File: src/rtl/serial_sum_collector_pkg.sv
// -----------------------------------------------------------------------------
// serial_sum_collector_pkg
// Shared definitions for the serial sum collector:
//   - state_t       : FSM state encodings (IDLE / COLLECT / DONE)
//   - DEFAULT_WIDTH : default number of sum bits per word
// -----------------------------------------------------------------------------
package serial_sum_collector_pkg;

    typedef enum logic [1:0] {
        ST_IDLE    = 2'd0,
        ST_COLLECT = 2'd1,
        ST_DONE    = 2'd2
    } state_t;

    localparam int DEFAULT_WIDTH = 8;

endpackage : serial_sum_collector_pkg

File: src/rtl/serial_sum_collector_sipo_register.sv
// -----------------------------------------------------------------------------
// sipo_register
// WIDTH-bit serial-in parallel-out shift register. Bits enter at the MSB and
// move toward the LSB, so after WIDTH shifts the first bit sits in bit 0.
//
// Ports:
//   i_clk    : clock, rising edge
//   i_reset  : asynchronous active-high reset, clears the register
//   i_clear  : synchronous clear (has priority over i_shift)
//   i_shift  : shift enable
//   i_bit    : serial input bit, enters at the MSB
//   o_q      : parallel register contents
// -----------------------------------------------------------------------------
module sipo_register
    import serial_sum_collector_pkg::*;
#(
    parameter int WIDTH = DEFAULT_WIDTH
) (
    input  logic             i_clk,
    input  logic             i_reset,
    input  logic             i_clear,
    input  logic             i_shift,
    input  logic             i_bit,
    output logic [WIDTH-1:0] o_q
);

    logic [WIDTH-1:0] r_q;

    always_ff @(posedge i_clk or posedge i_reset) begin
        if (i_reset) begin
            r_q <= '0;
        end else if (i_clear) begin
            r_q <= '0;
        end else if (i_shift) begin
            r_q <= {i_bit, r_q[WIDTH-1:1]};
        end
    end

    assign o_q = r_q;

endmodule : sipo_register

File: src/rtl/serial_sum_collector.sv
// -----------------------------------------------------------------------------
// serial_sum_collector
// Collects LSB-first sum bits from the bit-serial adder into a WIDTH-bit
// parallel word. A start/ack handshake brackets each word:
//   IDLE --start--> COLLECT --WIDTH accepted bits--> DONE --ack--> IDLE
//
// Handshake: i_start is honoured only in IDLE, i_enable only in COLLECT and
// i_ack only in DONE; each is sampled on a rising edge and acted on at that
// edge. Outside its state an input is ignored. o_busy/o_done are decoded from
// the state register only, never from inputs.
//
// Optional feature macro: SUM_OVERFLOW_EN
//   defined   : o_overflow port exists and captures i_carry of the final bit
//   undefined : no o_overflow port, i_carry is unused
//
// Ports:
//   i_clk       : clock, rising edge
//   i_reset     : asynchronous active-high reset
//   i_start     : begin a new word (IDLE only)
//   i_enable    : i_sum_bit valid this cycle (COLLECT only)
//   i_sum_bit   : serial sum bit, LSB first
//   i_carry     : adder carry-out for the current bit
//   i_ack       : consumer has taken o_result (DONE only)
//   o_busy      : high in COLLECT
//   o_done      : high in DONE
//   o_result    : last completed word
//   o_overflow  : carry-out of the final bit (SUM_OVERFLOW_EN only)
//   o_dbg_state : current FSM state encoding
// -----------------------------------------------------------------------------
module serial_sum_collector
    import serial_sum_collector_pkg::*;
#(
    parameter int WIDTH = DEFAULT_WIDTH
) (
    input  logic             i_clk,
    input  logic             i_reset,
    input  logic             i_start,
    input  logic             i_enable,
    input  logic             i_sum_bit,
    input  logic             i_carry,
    input  logic             i_ack,
    output logic             o_busy,
    output logic             o_done,
    output logic [WIDTH-1:0] o_result,
`ifdef SUM_OVERFLOW_EN
    output logic             o_overflow,
`endif
    output logic [1:0]       o_dbg_state
);

    localparam int CNT_W = $clog2(WIDTH + 1);
    localparam logic [CNT_W-1:0] LAST_IDX = CNT_W'(WIDTH - 1);

    state_t           r_state;
    state_t           w_next_state;
    logic [CNT_W-1:0] r_cnt;
    logic [WIDTH-1:0] r_result;
    logic [WIDTH-1:0] w_shift_q;
    logic             w_begin;
    logic             w_accept;
    logic             w_last;

    // Qualified events; each input only counts in its own state.
    assign w_begin  = (r_state == ST_IDLE) && i_start;
    assign w_accept = (r_state == ST_COLLECT) && i_enable;
    assign w_last   = w_accept && (r_cnt == LAST_IDX);

    sipo_register #(
        .WIDTH(WIDTH)
    ) u_sipo (
        .i_clk   (i_clk),
        .i_reset (i_reset),
        .i_clear (w_begin),
        .i_shift (w_accept),
        .i_bit   (i_sum_bit),
        .o_q     (w_shift_q)
    );

    // State register
    always_ff @(posedge i_clk or posedge i_reset) begin
        if (i_reset) begin
            r_state <= ST_IDLE;
        end else begin
            r_state <= w_next_state;
        end
    end

    // Next-state logic
    always_comb begin
        w_next_state = r_state;
        case (r_state)
            ST_IDLE:    if (i_start) w_next_state = ST_COLLECT;
            ST_COLLECT: if (w_last)  w_next_state = ST_DONE;
            ST_DONE:    if (i_ack)   w_next_state = ST_IDLE;
            default:                 w_next_state = ST_IDLE;
        endcase
    end

    // Bit counter: counts accepted bits of the current word. It only reaches
    // WIDTH-1 before the word completes, so it never wraps.
    always_ff @(posedge i_clk or posedge i_reset) begin
        if (i_reset) begin
            r_cnt <= '0;
        end else if (w_begin) begin
            r_cnt <= '0;
        end else if (w_accept) begin
            r_cnt <= r_cnt + 1'b1;
        end
    end

    // The shift register still holds only WIDTH-1 bits at the final edge,
    // so the result is assembled from the incoming bit plus the upper bits.
    always_ff @(posedge i_clk or posedge i_reset) begin
        if (i_reset) begin
            r_result <= '0;
        end else if (w_last) begin
            r_result <= {i_sum_bit, w_shift_q[WIDTH-1:1]};
        end
    end

`ifdef SUM_OVERFLOW_EN
    logic r_overflow;

    always_ff @(posedge i_clk or posedge i_reset) begin
        if (i_reset) begin
            r_overflow <= 1'b0;
        end else if (w_last) begin
            r_overflow <= i_carry;
        end
    end

    assign o_overflow = r_overflow;
`else
    logic w_unused_carry;
    assign w_unused_carry = i_carry;
`endif

    assign o_busy      = (r_state == ST_COLLECT);
    assign o_done      = (r_state == ST_DONE);
    assign o_result    = r_result;
    assign o_dbg_state = r_state;

endmodule : serial_sum_collector

File: config.mk
export PLATFORM = sky130hd
export DESIGN_NAME = serial_sum_collector
export DESIGN_NICKNAME = d
export VERILOG_FILES = /design/src/rtl/serial_sum_collector_pkg.sv /design/src/rtl/serial_sum_collector_sipo_register.sv /design/src/rtl/serial_sum_collector.sv
export SDC_FILE = /design/constraint.sdc
export NUM_CORES = 1
export LEC_CHECK = 0
export CAP_MARGIN = 20
export CORE_MARGIN = 4
export CORE_UTILIZATION = 30
export DETAILED_ROUTE_END_ITERATION = 8
export DONT_BUFFER_PORTS = 1
export GPL_TIMING_DRIVEN = 0
export MAX_ROUTING_LAYER = met4
export SLEW_MARGIN = 40
export SYNTH_ARGS = -nofsm -noshare
export SYNTH_HDL_FRONTEND = slang
export SYNTH_SLANG_ARGS = --single-unit
File: constraint.sdc
create_clock -name i_clk -period 4 [get_ports i_clk]
set_input_delay 0.8 -clock i_clk [delete_from_list [all_inputs] [get_ports i_clk]]
set_output_delay 0.8 -clock i_clk [all_outputs]
set_load 0.01 [all_outputs]
After elaboration in Yosys (flattened, before gate mapping). Cells that the tools add are included. W data, S select, Z words.

Flip-flop bits (word level): 22. Bits of input ports: 7. Output and inout port bits: 12. Word-level logic and storage cells: 25.

Add/subtract/negate cells: 1. Equality and inequality tests: 6. Mux-type cells: 8. Reductions and logical operators: 6.

Operators with widths (count): $mux W8 (2); $mux W4 (2); $mux W2 (3); $pmux W2 S3 (1); $add A4 B1 Y4 const B (1); $eq A4 B3 Y1 const B (1); $ne A2 B2 Y1 const B (2); $logic_and A1 B1 Y1 (3); $reduce_and A3 Y1 (1); $eq A2 B1 Y1 const B (1); $eq A2 B2 Y1 const B (1); $logic_not A2 Y1 (1); $ne A2 B1 Y1 const B (1); $reduce_bool A2 Y1 (1).

Logic depth before layout (Yosys ltp). Gate-level depths: netlist (run 1).

Word-level depth: 5. Depth in mapped cells: 4. Mapped depth without buffers: 4.

Hierarchy. Synthesis (run 1) repeated with hierarchy kept, for this count alone.

Cell total of the unflattened synthesis: 73. Area, all modules: 939.7 um2.

By module, submodules not included: serial_sum_collector (times used 1, cells each 46, area an instance 610.6 um2, sequential area each 350.3 um2); sipo_register (times used 1, cells each 27, area an instance 329.1 um2, sequential area each 200.2 um2).

Least setup slack after synthesis (run 1). No wires, ideal clock.

Path type: input to register. From: in i_enable. To: reg r_result[0], in the netlist o_result[0]. Setup time: 125 ps. Data arrival time: 1531 ps. Required time: 3875 ps. Slack: 2343 ps. Stages: 4. Path buffers: 1. Cell sequence: nor2b_1 -> and3_1 -> buf_6 -> mux2_4.

Cells in the longest elaborated chain, start to end: 2.

Ends and longest elaborated chain: start: declaration (RTL line serial_sum_collector.sv:38) `input logic i_enable,`; $logic_and A1 B1 Y1 (RTL line serial_sum_collector.sv:65) `assign w_accept = (r_state == ST_COLLECT) && i_enable;`; $logic_and A1 B1 Y1 (RTL line serial_sum_collector.sv:66) `assign w_last = w_accept && (r_cnt == LAST_IDX);`; end signal: assignment (RTL line serial_sum_collector.sv:117) `r_result <= {i_sum_bit, w_shift_q[WIDTH-1:1]};`; end: declaration (RTL line serial_sum_collector.sv:57) `logic [WIDTH-1:0] r_result;`.

No other way between the ends. A chain may end at the register's enable or synchronous reset.

Worst setup path after layout (run 1).
From: reg r_state[0], in the netlist o_dbg_state[0]. To: out o_done.

Cells in the longest elaborated chain, start to end: 1.

Ends and longest elaborated chain: start: declaration (RTL line serial_sum_collector.sv:54) `state_t r_state;`; start signal: assignment (RTL line serial_sum_collector.sv:84) `r_state <= w_next_state;`; $eq A2 B2 Y1 (RTL line serial_sum_collector.sv:139) `assign o_done = (r_state == ST_DONE);`; end: declaration (RTL line serial_sum_collector.sv:43) `output logic o_done,`.

No other way between the ends.

==> results of run 1 <==
[synth_stat cells, drive strengths merged]
| cell | n | share of area (%) |
|---|---|---|
| a21o | 1 | 0.91 |
| a21oi | 1 | 0.52 |
| a22o | 17 | 15 |
| and2b | 1 | 0.78 |
| and3 | 1 | 0.65 |
| and3b | 1 | 0.91 |
| buf | 3 | 2.2 |
| clkbuf | 1 | 0.39 |
| clkinv | 1 | 0.39 |
| dfrtp | 21 | 55 |
| ha | 1 | 1.3 |
| inv | 2 | 0.78 |
| mux2 | 9 | 14 |
| nand2 | 3 | 1.2 |
| nand3 | 3 | 1.6 |
| nand4 | 1 | 0.65 |
| nor2 | 1 | 0.39 |
| nor2b | 2 | 1.3 |
| o21ai | 1 | 0.52 |
| o21bai | 1 | 0.78 |
| or3b | 1 | 0.91 |
[path summary, 6_finish.rpt]
path	startpoint	slack (ps)	depth (start not counted)	to
setup / recovery	o_dbg_state[0]	2120	1	o_done
hold / removal	i_reset	360	1	o_result[4]
setup reg to reg	o_dbg_state[0]	2540	4	o_result[6]
hold reg to reg	r_cnt[3]	550	2	r_cnt[3]
max in group asynchronous	i_reset	3330	1	o_dbg_state[0]
min in group i_clk	r_cnt[3]	550	2	r_cnt[3]
[flip-flops by register name (all words and copies together), names as in the netlist]
| register | cells |
|---|---|
| r_cnt | 4 |
| u_sipo.o_q | 7 |
| o_dbg_state | 2 |
| o_result | 8 |
[layout make-up]
| cell class | instances | area (sq um) | share of cell area (%) |
|---|---|---|---|
| clock buffers | 3 | 22.5 | 2.16 |
| inverters | 3 | 11.3 | 1.08 |
| flip-flops and latches | 21 | 526 | 50.4 |
| well taps | 44 | 55.1 | 5.28 |
| multi-input cells | 45 | 399 | 38.2 |
| plain buffers | 4 | 25.0 | 2.40 |
| clock inverters | 1 | 5.00 | 0.480 |
[metal layers]
layer	part of all wire, %	up-vias	GRT usage, %
met3	5.3	2	3.64
met5	0	-	-
met1	47	320	11.8
li1	-	279	-
met2	47	15	14.4
met4	1.0	0	3.17
[where the power goes]
group	switching (mW)	internal [mW]	leakage, nW	total, mW
Clock	0.0616	0.0372	0.0177	0.0989
Sequential	0.105	0.299	0.270	0.403
Combinational	0.0993	0.145	0.211	0.244
[through the flow]
stage	utilization, %	total power [mW]	instance area, sq um
3_5_place_dp	33.3	0.656	1020
2_1_floorplan	-	0.591	961
5_1_grt	34.2	0.799	1040
6_report	34.2	0.746	1040
3_3_place_gp	33.3	0.636	1020
4_1_cts	34.2	0.757	1040
[cell families after synthesis]
family                   synth area share (%)
flip-flops                               54.7
AND/OR/NAND/NOR                          8.33
multiplexers                             13.7
buffers and inverters                    3.78
AO/OA/AOI/OAI                            18.2
adder cells (fa/ha/maj)                  1.30
==> out/qor.log, run 1 <==
qor: run_status.outcome complete, no violations
qor: timing.hold_violations 0
qor: die.rows 20
qor: die.pin_count 19
qor: layout.post_route_cells_drive_above_1_share 24.7%
qor: placement.io_buffers 0
qor: clock_tree.cts_resized 0
qor: grt.grt_pass1_vias 625
qor: grt.pin_count_of_the_biggest_net_entering_global_routing 22
qor: timing.final_period_minus_worst_setup_slack 1880 ps
qor: placement.dp.final_hpwl 1.31 mm
qor: timing.finalMaxSlewViolations 0
qor: worst_setup_path.timing.critical_path.slowest_cell_delay 490 ps
qor: grt.globalRouteOverflowTotal 0
qor: power_and_ir_drop.pwrdens 715 mW/mm^2
qor: power_and_ir_drop.vdd_ir_drop_max 0.166 mV
qor: clock_tree.holdBufCountCts 0
qor: layout.n_fill_cell 321
qor: worst_setup_path.data_arrival_critical_path 1080 ps
qor: die.die_width 64.6 microns
qor: layout.final_nets 86
qor: clock_tree.cts.sinks 21
qor: worst_setup_path.setup.worst_path.class reg2out
qor: routing.first_iter_violations 32
qor: timing.timing.final.setup_violations 0
qor: power_and_ir_drop.standby_leakage_power 0.499 nW
qor: routing.routedWlPerCell 15.0 microns
qor: clock_tree.cts_buffers 3
qor: routing.detail_route.wirelength 1.82 mm
qor: worst_setup_path.critical-path-slowest-cell sky130_fd_sc_hd__dfrtp_1
qor: clock_tree.cts_htree_levels 1
qor: die.die_y 64.6 microns
qor: worst_hold_path.hold_path.class in2async
qor: timing.max_freq 531 MHz
qor: clock_tree.worstSkewPairLatency 300 ps
qor: clock_tree.clk_transition_reported_paths 120 ps
qor: yosys.synth.cell_area 961 sq um
qor: worst_setup_path.crit_buf_inv 0
qor: worst_setup_path.worst_ep_required_time 3200 ps
qor: grt.grtUsageTotal 9.56%
qor: worst_setup_path.worstPathMaxFanout 7
qor: timing.setup_ws 2120 ps
qor: yosys.synthesis.area_per_instance 13.2 sq um
qor: layout.layout_commonest_cell sky130_fd_sc_hd__dfrtp_1
qor: placement.gpl.final_weighted_congestion 0.656
qor: yosys.synthCells 73
qor: clock_tree.cts_buffer_depth 2
qor: yosys.netlist-cell-type-count 23
qor: layout.most-common-layout-cells sky130_fd_sc_hd__dfrtp_1, sky130_fd_sc_hd__a22o_1, sky130_fd_sc_hd__mux2_4
qor: die.dieArea 0.00417 sq mm
qor: timing.rsz_0062_raised_after_global_routing no
qor: yosys.synth.net_count 81
qor: worst_setup_path.critPathTopFamily flip-flops
qor: layout.syn_to_layout_area_delta 8.59%
qor: clock_tree.cts_root_buf sky130_fd_sc_hd__clkbuf_4
qor: timing.fin_setup_tns 0 ps
qor: die.initial_core_util 31.5%
qor: routing.num_vias 616
qor: timing.worst_clock_skew 7.34 ps
qor: routing.drtPass1Iterations 2
qor: timing.transition_time_at_the_pin_with_the_least_slew_margin 460 ps
qor: timing.max_slew_margin 69.4%
qor: worst_setup_path.startpoint_type register
qor: worst_setup_path.setup.worst_path.end_class output pin
qor: layout.post_layout_nonfiller_instances 121
qor: job.number_of_maximum_capacitance_violations 0
qor: clock_tree.postCtsSetupRepairBufs 0
qor: timing.hold-worst-slack 363 ps
qor: placement.place.detailed.instances 117
qor: clock_tree.cts_tree yes
qor: routing.ant_nets 0
qor: routing.drc_errors 0
qor: yosys.yosysSeqAreaShare 54.7%
qor: timing.final_period_utilization 47.1%
qor: yosys.synthesis.yosys.warnings 0
qor: placement.dpl_worst_slack 2280 ps
qor: worst_setup_path.cp_cell_sequence nor2b_1
qor: grt.antenna_found_initial 0
qor: layout.n_antenna_cell 0
qor: routing.avgViaCountPerCell 5.09
qor: grt.grt_pass1_wl 3.03 mm
qor: yosys.postSynthRegisterBits 21
qor: die.core_region_area 0.00305 sq mm
No activity file was read; power rests on OpenSTA's default activity.
==> run 2: changes to the inputs <==
- clock period: 4 -> 1.54 ns (I/O delays scaled with it)
==> run 2 against run 1 <==
  * Highest routed layer unchanged
  * Clock skew hardly changed
  * Routed wire length grew 0.27%
  * Sequential share of layout area is 0.42 points lower
  * Sequential power rose to 2.6 times the previous value
  * Worst setup slack got worse by 2000 ps
  * Register-to-register slack worse by 2400 ps
  * Clock power grew to 2.6 times the previous value
  * Critical path type is now reg2reg
==> out/qor.log, run 2 (same netlist as run 1, synthesis figures left out) <==
qor: run_status.outcome complete, no violations
qor: placement.dpl_worst_slack 71.4 ps
qor: power_and_ir_drop.clock_power_share 13.2%
qor: timing.setup_ws 125 ps
qor: routing.ant_nets 0
qor: worst_setup_path.critical-path-slowest-cell sky130_fd_sc_hd__dfrtp_1
qor: layout.post_route_cells_drive_above_1_share 25.6%
qor: worst_setup_path.data_arrival_critical_path 1600 ps
qor: worst_setup_path.worst_ep_required_time 1730 ps
qor: grt.pin_count_of_the_biggest_net_entering_global_routing 22
qor: worst_setup_path.timing.critical_path.slowest_cell_delay 440 ps
qor: layout.largest_register_ffs 8
qor: timing.max_slew_margin 69.1%
qor: worst_setup_path.r2r-start r_cnt[0]
qor: timing.hold_violations 0
qor: timing.fin_setup_tns 0 ps
qor: worst_setup_path.cp_cell_sequence ha_1, and3_1, buf_6, mux2_4
qor: routing.num_vias 617
qor: grt.antenna_found_initial 0
qor: routing.first_iter_violations 31
qor: timing.rsz_0062_raised_after_global_routing no
qor: die.die_y 64.6 microns
qor: worst_hold_path.worst_hold_launch i_sum_bit
qor: placement.gpl.final_weighted_congestion 0.656
qor: layout.n_fill_cell 321
qor: die.core_region_area 0.00305 sq mm
qor: worst_hold_path.hold_path.class in2reg
qor: die.die_width 64.6 microns
qor: timing.final_period_utilization 91.9%
qor: power_and_ir_drop.p_sw_share 35.5%
qor: worst_hold_path.hold_depth 1
qor: worst_setup_path.worstPathMaxFanout 10
qor: layout.layout_commonest_cell sky130_fd_sc_hd__dfrtp_1
qor: clock_tree.cts_buffers 3
qor: worst_setup_path.r2r-end o_result[6]
qor: die.initial_core_util 31.5%
qor: layout.most-common-layout-cells sky130_fd_sc_hd__dfrtp_1, sky130_fd_sc_hd__a22o_1, sky130_fd_sc_hd__mux2_4
qor: clock_tree.cts.sinks 21
qor: layout.finalInstanceArea 0.00105 sq mm
qor: layout.sequential_cell_area 527 sq um
qor: timing.transition_time_at_the_pin_with_the_least_slew_margin 463 ps
qor: clock_tree.cts_tree yes
qor: layout.syn_to_layout_area_delta 9.77%
qor: placement.dp.final_hpwl 1.31 mm
qor: worst_setup_path.startpoint_type register
qor: worst_setup_path.setup.worst_path.class reg2reg
qor: power_and_ir_drop.standby_leakage_power 0.503 nW
qor: layout.multi_input_comb_area 399 sq um
qor: timing.final_period_minus_worst_setup_slack 1420 ps
qor: power_and_ir_drop.power.internal 1.25 mW
qor: power_and_ir_drop.power_frac_seq 54.1%
qor: die.rows 20
qor: timing.timing.final.setup_violations 0
qor: placement.place_area 0.00102 sq mm
qor: grt.grt_pass1_wl 3.03 mm
qor: placement.io_buffers 0
qor: worst_hold_path.whs_endpoint o_result[7]
qor: routing.drtPass1Iterations 2
qor: grt.globalRouteOverflowTotal 0
qor: layout.final_nets 87
qor: clock_tree.cts_root_buf sky130_fd_sc_hd__clkbuf_4
qor: power_and_ir_drop.vdd_ir_drop_max 0.433 mV
qor: job.number_of_maximum_capacitance_violations 0
qor: clock_tree.worstSkewPairLatency 300 ps
qor: clock_tree.clk_transition_reported_paths 120 ps
qor: timing.worst_clock_skew 7.69 ps
qor: routing.detail_route.wirelength 1.83 mm
qor: clock_tree.cts_htree_levels 1
qor: layout.n_antenna_cell 0
qor: routing.routedWlPerCell 15.0 microns
qor: clock_tree.cts_buffer_depth 2
qor: grt.grt_pass1_vias 625
qor: power_and_ir_drop.power.switching 0.690 mW
qor: die.dieArea 0.00417 sq mm
qor: routing.avgViaCountPerCell 5.06
qor: timing.max_freq 707 MHz
qor: worst_setup_path.reg2regPathDepth 4
qor: grt.grtUsageTotal 9.56%
qor: power_and_ir_drop.pwrdens 1840 mW/mm^2
qor: power_and_ir_drop.combinationalPowerShare 32.8%
qor: timing.finalMaxSlewViolations 0
qor: die.pin_count 19
qor: routing.drc_errors 0
qor: worst_setup_path.setup.worst_path.end_class register
qor: worst_setup_path.flop_to_flop_setup_slack 120 ps
-- run 2: layout make-up --
type	instances	share of cell area [%]
flip-flops and latches	21	49.9
clock buffers	3	2.14
multi-input cells	45	37.8
clock inverters	1	0.474
plain buffers	4	2.37
well taps	44	5.22
repair buffers	1	0.949
inverters	3	1.07
-- run 2: critical path: cells and delay by family (launching register included) --
family	cells	cell delay, ps
flip-flops	1	440
multiplexers	1	300
adder cells (fa/ha/maj)	1	250
AND/OR/NAND/NOR	1	160
buffers and inverters	1	150
-- run 2: what timing repair did --
item / 4_1_cts / 5_1_grt
endpoints found under the setup margin: 0 / 1
setup buffers: 0 / 0
hold buffers: 0 / 1
hold endpoints to repair: 0 / 21
resized for setup: 0 / 1
-- run 2: how the worst max path moves through the flow --
stage,slack (ps),from,end
floorplan,200,o_dbg_state[0],o_result[0]
global placement,90,o_dbg_state[0],o_result[7]
detailed placement,70,o_dbg_state[0],o_result[6]
CTS,60,o_dbg_state[0],o_result[6]
global route,70,r_cnt[0],o_result[6]
finish,120,r_cnt[0],o_result[6]
-- run 2: power groups by stage --
| stage | logic [mW] | registers, mW | clock network (mW) |
|---|---|---|---|
| after global routing | 0.703 | 1.09 | 0.290 |
| after global placement | 0.607 | 1.05 | 0 |
| after CTS | 0.645 | 1.05 | 0.271 |
| final | 0.637 | 1.05 | 0.256 |
| after floorplan | 0.544 | 0.992 | 0 |
| after detailed placement | 0.639 | 1.06 | 0 |
-- run 2: routing by layer --
layer  share of wire (%)  up-vias  GRT usage (%)  wire (microns)
li1                    -      281              -               -
met1                  47      319           11.8             856
met2                  47       15           14.4             855
met3                 5.2        2           3.64              94
met4                 1.0        0           3.17              19
met5                   0        -              -               0
-- run 2: through the flow --
stage                     util [%]  hold slack [ps]  std cells  power (mW)
after detailed placement      33.3              382        117        1.70
after CTS                     34.2             42.6        121        1.97
after global routing          34.5              143        122        2.08
final                         34.5              159        122        1.94
after global placement        33.3              371        117        1.65
after floorplan                  -              285         73        1.54
